$ cat config.mk
export PLATFORM = sky130hd
export DESIGN_NAME = memory_bist
export DESIGN_NICKNAME = d
export VERILOG_FILES = /design/src/rtl/memory_bist.sv
export SDC_FILE = /design/constraint.sdc
export NUM_CORES = 1
export LEC_CHECK = 0
export CORE_ASPECT_RATIO = 1.75
export CORE_MARGIN = 3
export CORE_UTILIZATION = 55
export CTS_BUF_LIST = sky130_fd_sc_hd__clkbuf_8
export CTS_CLUSTER_DIAMETER = 200
export DETAILED_ROUTE_END_ITERATION = 8
export GPL_TIMING_DRIVEN = 0
export PLACE_DENSITY = 0.83
export SLEW_MARGIN = 0
export SYNTH_ARGS = -nofsm -noshare
export SYNTH_HDL_FRONTEND = slang
export SYNTH_SLANG_ARGS = --single-unit
$ cat constraint.sdc
create_clock -name CLK -period 2.9 [get_ports CLK]
set_clock_uncertainty 0.1 [all_clocks]
set_input_delay 0.58 -clock CLK [delete_from_list [all_inputs] [get_ports CLK]]
set_output_delay 0.58 -clock CLK [all_outputs]
set_load 0.03 [all_outputs]
$ cat src/rtl/memory_bist.sv
// -----------------------------------------------------------------------------
// memory_bist
//   March-style BIST controller for a single-port synchronous SRAM.
//   Runs four back-to-back passes over the whole array: write pat, read pat,
//   write ~pat, read ~pat. The read data is compared two edges after the read
//   is driven, through a small valid/expected pipeline that runs regardless of
//   the FSM state, so the last read of a pass is still checked while the FSM
//   sits in DRAIN.
//
// Ports
//   CLK, RSTN          clock, async active-low reset
//   START              run request (only honoured in IDLE or DONE)
//   MODE[1:0]          pattern select, latched when a run starts
//   STOP_ON_FAIL       abort on first mismatch, latched when a run starts
//   BUSY, DONE         run in progress / run finished (DONE held)
//   FAIL               sticky mismatch flag
//   FAIL_ADDR/DATA     address and read data of the first mismatch
//   ERR_CNT[7:0]       saturating mismatch count
//   MEM_CEN, MEM_WEN   active-low SRAM chip/write enable (registered)
//   MEM_A, MEM_D       SRAM address / write data (registered)
//   MEM_Q              SRAM read data, valid after the sampling edge
//
// state  | meaning
// -------+---------------------------------------------------------
// IDLE   | after reset, waiting for START
// WR0    | writing pat(a), a = 0..DEPTH-1
// RD0    | reading, expecting pat(a)
// WR1    | writing ~pat(a)
// RD1    | reading, expecting ~pat(a)
// DRAIN  | SRAM idle, last read compare still in flight
// DONE   | run finished, results held until START or reset
// -----------------------------------------------------------------------------
module memory_bist #(
    parameter int AW = 7,
    parameter int DW = 16
) (
    input  logic          CLK,
    input  logic          RSTN,
    input  logic          START,
    input  logic [1:0]    MODE,
    input  logic          STOP_ON_FAIL,
    output logic          BUSY,
    output logic          DONE,
    output logic          FAIL,
    output logic [AW-1:0] FAIL_ADDR,
    output logic [DW-1:0] FAIL_DATA,
    output logic [7:0]    ERR_CNT,
    output logic          MEM_CEN,
    output logic          MEM_WEN,
    output logic [AW-1:0] MEM_A,
    output logic [DW-1:0] MEM_D,
    input  logic [DW-1:0] MEM_Q
);

    localparam int LW = $clog2(DW);

    typedef enum logic [2:0] {
        S_IDLE, S_WR0, S_RD0, S_WR1, S_RD1, S_DRAIN, S_DONE
    } state_t;

    state_t        state;
    logic [AW-1:0] addr;
    logic [1:0]    mode_q;
    logic          stop_q;

    // read pipeline: s1 = read driven on MEM_*, s2 = read sampled by SRAM
    logic          s1_valid;
    logic [DW-1:0] s1_exp;
    logic          s2_valid;
    logic [DW-1:0] s2_exp;
    logic [AW-1:0] s2_addr;

    state_t        op_state;
    logic [AW-1:0] op_addr;
    logic          op_read;
    logic [DW-1:0] op_data;
    logic          last_addr;
    logic          mismatch;
    logic          start_ok;

    function automatic logic [DW-1:0] pat_f(input logic [AW-1:0] a, input logic [1:0] m);
        logic [63:0]   ext;
        logic [DW-1:0] p;
        ext = 64'(a);
        case (m)
            2'b00:   p = ext[DW-1:0];
            2'b01:   p = {(DW/2){2'b01}} ^ {DW{a[0]}};
            2'b10:   p = '0;
            default: p = DW'(1) << ext[LW-1:0];
        endcase
        return p;
    endfunction

    // next operation to drive while a pass is running
    always_comb begin
        last_addr = (addr == '1);
        op_state  = state;
        op_addr   = addr + AW'(1);
        if (last_addr) begin
            op_addr = '0;
            case (state)
                S_WR0:   op_state = S_RD0;
                S_RD0:   op_state = S_WR1;
                S_WR1:   op_state = S_RD1;
                default: op_state = state;
            endcase
        end
        op_read = (op_state == S_RD0) || (op_state == S_RD1);
        op_data = pat_f(op_addr, mode_q);
        if ((op_state == S_WR1) || (op_state == S_RD1))
            op_data = ~op_data;
        mismatch = s2_valid && (MEM_Q != s2_exp);
        start_ok = START && ((state == S_IDLE) || (state == S_DONE));
    end

    always_ff @(posedge CLK or negedge RSTN) begin
        if (!RSTN) begin
            state     <= S_IDLE;
            addr      <= '0;
            mode_q    <= 2'b00;
            stop_q    <= 1'b0;
            s1_valid  <= 1'b0;
            s1_exp    <= '0;
            s2_valid  <= 1'b0;
            s2_exp    <= '0;
            s2_addr   <= '0;
            BUSY      <= 1'b0;
            DONE      <= 1'b0;
            FAIL      <= 1'b0;
            FAIL_ADDR <= '0;
            FAIL_DATA <= '0;
            ERR_CNT   <= 8'd0;
            MEM_CEN   <= 1'b1;
            MEM_WEN   <= 1'b1;
            MEM_A     <= '0;
            MEM_D     <= '0;
        end else if (start_ok) begin
            state     <= S_WR0;
            addr      <= '0;
            mode_q    <= MODE;
            stop_q    <= STOP_ON_FAIL;
            s1_valid  <= 1'b0;
            s2_valid  <= 1'b0;
            BUSY      <= 1'b1;
            DONE      <= 1'b0;
            FAIL      <= 1'b0;
            FAIL_ADDR <= '0;
            FAIL_DATA <= '0;
            ERR_CNT   <= 8'd0;
            MEM_CEN   <= 1'b0;
            MEM_WEN   <= 1'b0;
            MEM_A     <= '0;
            MEM_D     <= pat_f('0, MODE);
        end else begin
            s1_valid <= 1'b0;
            s2_valid <= s1_valid;
            s2_exp   <= s1_exp;
            s2_addr  <= MEM_A;

            if (mismatch) begin
                FAIL <= 1'b1;
                if (ERR_CNT != 8'hFF)
                    ERR_CNT <= ERR_CNT + 8'd1;
                if (!FAIL) begin
                    FAIL_ADDR <= s2_addr;
                    FAIL_DATA <= MEM_Q;
                end
            end

            if (mismatch && stop_q) begin
                // abort: the op already on the bus is the only one that follows
                state    <= S_DONE;
                BUSY     <= 1'b0;
                DONE     <= 1'b1;
                MEM_CEN  <= 1'b1;
                MEM_WEN  <= 1'b1;
                s1_valid <= 1'b0;
                s2_valid <= 1'b0;
            end else begin
                case (state)
                    S_WR0, S_RD0, S_WR1, S_RD1: begin
                        if ((state == S_RD1) && last_addr) begin
                            state   <= S_DRAIN;
                            MEM_CEN <= 1'b1;
                            MEM_WEN <= 1'b1;
                        end else begin
                            state    <= op_state;
                            addr     <= op_addr;
                            MEM_CEN  <= 1'b0;
                            MEM_WEN  <= op_read;
                            MEM_A    <= op_addr;
                            MEM_D    <= op_data;
                            s1_valid <= op_read;
                            s1_exp   <= op_data;
                        end
                    end
                    S_DRAIN: begin
                        state <= S_DONE;
                        BUSY  <= 1'b0;
                        DONE  <= 1'b1;
                    end
                    default: begin
                        state <= state;
                    end
                endcase
            end
        end
    end

endmodule
### Word-level counts from Yosys, hierarchy flattened

Index checks and enable logic that the tools add are counted.

| word-level totals | value |
|---|---|
| register bits | 106 |
| latch bits | 0 |
| memory bits (writable) | 0 |
| memory bits (read-only) | 0 |
| memories | 0 |

| cells by class | value |
|---|---|
| add/sub/neg operators | 2 |
| multiply operators | 0 |
| divide/modulo/power cells | 0 |
| magnitude comparators | 0 |
| equal/unequal tests | 19 |
| shifts and indexed selects | 1 |
| muxes and demuxes | 49 |
| bitwise gates (word level) | 5 |
| reduce and logical (&&, ||, !) cells | 22 |

Operator list:

| cell | count |
|---|---|
| two-way mux 16 bit | 8 |
| two-way mux 7 bit | 8 |
| case mux 16 bit (3 select lines) | 1 |
| case mux 15 bit (2 select lines) | 1 |
| two-way mux 8 bit | 3 |
| two-way mux 1 bit | 22 |
| inequality test 16 bit | 1 |
| NOT 16 bit | 1 |
| left shift 1 x 4 -> 16 bit (first input constant) | 1 |
| equality test 3 x 2 -> 1 bit (second input constant) | 4 |
| equality test 3 bit (second input constant) | 4 |
| two-way mux 3 bit | 4 |
| case mux 3 bit (3 select lines) | 1 |
| adder 8 x 1 -> 8 bit (second input constant) | 1 |
| inequality test 8 bit (second input constant) | 1 |
| NOT 8 bit | 1 |
| adder 7 x 1 -> 7 bit (second input constant) | 1 |
| equality test 7 bit (second input constant) | 1 |
| case mux 3 bit (2 select lines) | 1 |
| nonzero test 2 bit | 3 |
| nonzero test 3 bit | 2 |
| equality test 2 x 1 -> 1 bit (second input constant) | 2 |
| equality test 2 bit (second input constant) | 2 |
| logical AND 1 bit | 4 |
| 13 further kinds | 20 |

### Depth between registers and ports, before layout

| depth | value |
|---|---|
| depth in word-level cells | 10 |
| mapped depth | 10 |

### Worst setup path before layout

OpenSTA, ideal clock, no wires.

| path | value |
|---|---|
| path kind | reg2reg |
| start | register addr[0] |
| end | register MEM_D[0] |
| arrival | 2.250 ns |
| data required time | 2.674 ns |
| path slack | 0.424 ns |
| stages on the path, launching flop included | 8 |
| path buffers | 1 |
| cell sequence | dfrtp_1 > ha_1 > buf_2 > nand3_1 > a31oi_1 > a32oi_2 > xnor2_1 > a221o_1 |

| between the ends | value |
|---|---|
| word-level cells in the longest chain between the ends | 10 |
| elaborated cells between the ends (all ways) | 19 |
| classes of those cells | 1 x add/sub; 4 x eq/ne; 1 x shift; 8 x mux; 2 x bitwise; 3 x reduce/logical |

RTL lines:

| what | line | source |
|---|---|---|
| start: declaration | 62 | `logic [AW-1:0] addr;` |
| start signal: assignment | 188 | `addr <= op_addr;` |
| adder 7 x 1 -> 7 bit / equality test 7 bit (equally long branches) | 98, 96 |  |
| two-way mux 7 bit | 99 | `if (last_addr) begin` |
| left shift 1 x 4 -> 16 bit / NOT 8 bit (equally long branches) | -- |  |
| case mux 16 bit (3 select lines) | 85 | `case (m)` |
| NOT 16 bit | 111 | `op_data = ~op_data;` |
| two-way mux 16 bit | 110 | `if ((op_state == S_WR1) \|\| (op_state == S_RD1))` |
| two-way mux 16 bit | 182 | `if ((state == S_RD1) && last_addr) begin` |
| two-way mux 16 bit | 180 | `case (state)` |
| two-way mux 16 bit | 170 | `if (mismatch && stop_q) begin` |
| two-way mux 16 bit | 137 | `end else if (start_ok) begin` |
| end signal: assignment | 153 | `MEM_D <= pat_f('0, MODE);` |
| end signal: assignment | 192 | `MEM_D <= op_data;` |
| end: declaration | 51 | `output logic [DW-1:0] MEM_D,` |

Parallel ways exist; a longest one is shown, timed or not. The select of a mux whose other input is x is not followed.
A chain may end at the register's enable or synchronous reset.

### Worst setup path after layout

| path | value |
|---|---|
| start | input MEM_Q[11] |
| end | register addr[5] |

| between the ends | value |
|---|---|
| word-level cells in the longest chain between the ends | 5 |

RTL lines:

| what | line | source |
|---|---|---|
| start: declaration | 52 | `input logic [DW-1:0] MEM_Q` |
| inequality test 16 bit | 112 | `mismatch = s2_valid && (MEM_Q != s2_exp);` |
| logical AND 1 bit | 112 |  |
| logical AND 1 bit | 170 |  |
| inequality test 2 bit (no line) | -- |  |
| AND reduction 3 bit (no line) | -- |  |

No other way between the ends.

==> summary.md <==
| Metric | Value |
|---|---|
| WL/cell | between 15 and 20 um |
| Core Rows | 46 |
| Die Wd | roughly 80 um |
| Post-Place Setup Slack | -0.530 ns |
| Vert. Die Dim | between 100 and 150 um |
| Clk root buf | clkbuf_8 |
| Setup ws final | ~0.095 ns |
| Slew headroom | 0.392 |
| Clock network fraction of design power | 0.379 |
| Reg2Reg Launch Point | addr[1] |
| Max-cap violations | 0 |
| Yosys cell types | 62 |
| Sw Pwr | 582 uW |
| Number of global-route vias before repair | about 4400 |
| CTS tree | done |
| Initial Utilization | 0.571 |
| Hold WS | ~0.038 ns |
| Critical Path, Cell by Cell | clkdlybuf4s50_1, xnor2_2, nand4_1, o41a_1, a2bb2oi_4, nor2_1, buf_2, a211o_1 |
| # setup viols final | 0 |
| Combinational share of power | 0.034 |
| Crit Path Max Fanout | 10 |
| Total Routing Usage GR | 0.273 |
| Reg2Reg Depth | 6 |
| Initial antenna violation count | 0 |
| Switching part of the total power | 0.232 |
| Worst setup EP type | flop |
| R2r endpoint | s1_exp[12] |
| Tmin final | between 2 and 3 ns |
| Remaining DRCs | 0 |
| Clk Latency, worst-skew pair | around 0.38 ns |
| Status | completed |
| DRT Pass-1 Iters | 4 |
| Peak supply drop | roughly 0.00036 V |
| Commonest non-fill, non-tap cells in the layout | 103 x dfrtp_1, 100 x nand2_1, 79 x clkdlybuf4s50_1 |
| Final hold violation count | 0 |
| Fillers | a little under 700 |
| Fraction of layout instances using a drive strength above 1 | 0.0971 |
| Slew @ Worst Pin | just over 0.9 ns |
| Leading cell type in the layout, fill and taps excluded | dfrtp_1 |
| Leakage power | ~0.0029 uW |
| Worst path required time | 3.06 ns |
| Routability Congestion | between 0.9 and 1 |
| # diodes | 0 |
| Synthesis-to-finish area growth | 24.0% |
| Setup TNS | 0 ns |
| Largest net degree at the start of global routing | 74 |
| Final Max Tran Viols | 0 |
| Total power draw | between 2000 and 3000 uW |
| Final ANT Viol Nets | 0 |
| Max Root-Sink Buffers | 2 |
| Sequential-to-total area share from yosys stat | 0.509 |
| WL final | about 14 mm |
| Register bit count reported by yosys | between 100 and 150 |
| Vias post-DR | roughly 4400 |
| Post-synth EDFFs | 0 |
| Levels on crit path | 8 |
| CORE AREA | approximately 0.0092 mm^2 |
| Detailed placement HPWL | ~11 mm |
| Post-Syn Area | 0.00522 mm^2 |
| Reg power frac | 0.588 |
| RSZ-0062 raised after global routing | false |
| Delay-heaviest family, CP | compound AO/OA/AOI/OAI gates |
| Crit start category | primary input |
| Overflow after GRT | 0 |
| Post-synthesis cell count | about 530 |
| Die area | approximately 0.011 mm^2 |
| Total internal power | slightly below 2000 uW |
| Syn avg cell area | slightly below 10 um^2 |
| Fin crit share | 0.967 |
| Final #Nets | approximately 650 |
| First-pass GRT wire length | roughly 22 mm |
| I/O Pins | around 80 |
| Cell at the slowest stage of the critical path | o41a_1 |
| Inserted Clock Buffers | 9 |
| H-tree Lvls | 3 |
| Ys flop type | dfrtp_1 |
| Clock sink count | ~110 |
| Crit path arrival time | ~3 ns |
| HP Class | in2async |
| Hold buffer count at CTS | 0 |
| I/O Buffers | 80 |
| R2R setup slack | ~0.21 ns |
| CTS clk-pin slew, worst paths | about 0.11 ns |
| Worst path max stage delay | 0.59 ns |
| FMAX | around 360 MHz |
| Mapped Nets | between 500 and 600 |
| Initial drt markers | 289 |
| Kind of critical path | in2reg |
| FFs w/ async S/R, synth | 1.00 |
| Synthesis Warnings | 0 |
| Power Dens Cells | 388 mW/mm^2 |
| Vias/cell | approximately 5.8 |
| Worst path buffer plus inverter count | 2 |
==> worst register-to-register path, delay by kind of cell (launching register included) <==
| kind | cells | cell delay (ns) |
|---|---|---|
| xor gates and xnor gates | 2 | 0.94 |
| DFF | 1 | 0.52 |
| AOI/OAI and AO/OA | 2 | 0.45 |
| adders and majority gates | 1 | 0.30 |
| and+or+nand+nor | 1 | 0.25 |
==> layer usage <==
layer	wire length, um	up-vias	global-route usage
met5	0	-	0
met4	468	0	0.122
met3	710	32	0.0527
met2	7490	136	0.476
met1	5390	2133	0.320
li1	-	2058	-
==> synthesized netlist by cell type, drive strengths merged (3+ instances only) <==
master,number,area [um^2]
a21oi,14,70.1
a21o,6,45.0
o32ai,3,26.3
nor2,31,119
nor2b,6,37.5
a211oi,4,35.0
nor3,10,55.1
clkbuf,15,56.3
xnor2,35,307
and3,9,61.3
ha,6,75.1
a31oi,10,77.6
o2bb2ai,5,43.8
inv,9,33.8
nand3,17,85.1
nand2b,4,25.0
o2111ai,3,26.3
buf,20,115
xor2,5,43.8
dfrtp,104,2600
nand2,100,375
and4,3,28.8
mux2i,4,40.0
nand4,5,31.3
o22ai,5,37.5
o21ai,30,150
a22o,26,228
o31ai,5,37.5
==> through the flow <==
| step | util | cells | cell area [um^2] |
|---|---|---|---|
| after CTS | 0.701 | 743 | 6420 |
| after global placement | 0.674 | 726 | 6170 |
| after detailed placement | 0.677 | 727 | 6200 |
| after floorplan | - | 526 | 5220 |
| final | 0.707 | 748 | 6470 |
| after global routing | 0.707 | 748 | 6470 |
==> registers in the layout (all words and copies together) (netlist names) <==
register / cells
ERR_CNT: 8
s2_valid: 1
addr: 7
MEM_WEN: 1
FAIL_DATA: 16
state: 3
DONE: 1
s1_exp: 16
FAIL_ADDR: 7
stop_q: 1
BUSY: 1
MEM_CEN: 1
FAIL: 1
s2_exp: 16
s1_valid: 1
s2_addr: 7
mode_q: 2
MEM_D: 16
==> logic make-up (layout without fill, tap and decap cells) <==
group,count (synthesis),after routing,share of synthesized area
AOI/OAI and AO/OA,132,132,0.193
muxes,6,6,0.0120
DFF,106,106,0.509
buffers and inverters,44,146,0.0393
and+or+nand+nor,192,192,0.166
xor gates and xnor gates,40,40,0.0671
adders and majority gates,6,6,0.0144
==> final cells by class <==
class                           instances  area, um^2  share of cell area
Buffer                                 35         174              0.0269
Clock buffer                            9         124              0.0191
Clock inverter                          7        85.1              0.0131
Inverter                                9        33.8             0.00522
Multi-Input combinational cell        376        2390               0.369
Sequential cell                       106        2660               0.410
Tap cell                              120         150              0.0232
Timing Repair Buffer                   86         863               0.133
==> power by group through the flow <==
stage / clock, uW / sequential, uW / combinational (uW)
after CTS: 971 / 1480 / 85.2
after global routing: 1030 / 1480 / 93.1
final: 951 / 1480 / 84.3
after global placement: 0 / 1510 / 78.1
after detailed placement: 0 / 1510 / 84.2
after floorplan: 0 / 1510 / 12.5
==> worst max path at each step <==
stage	end	from
after floorplan	MEM_D[0]	addr[0]
after global placement	DONE	RSTN
after detailed placement	s1_exp[14]	MEM_Q[1]
after CTS	addr[5]	MEM_Q[1]
after global routing	addr[5]	MEM_Q[11]
final	addr[5]	MEM_Q[11]
==> what timing repair did <==
action	CTS	global route
setup endpoints to repair	34	24
pin swaps	0	3
buffers inserted	0	5
resized for setup	1	4
Note: power is estimated with default switching activity, not from simulation.
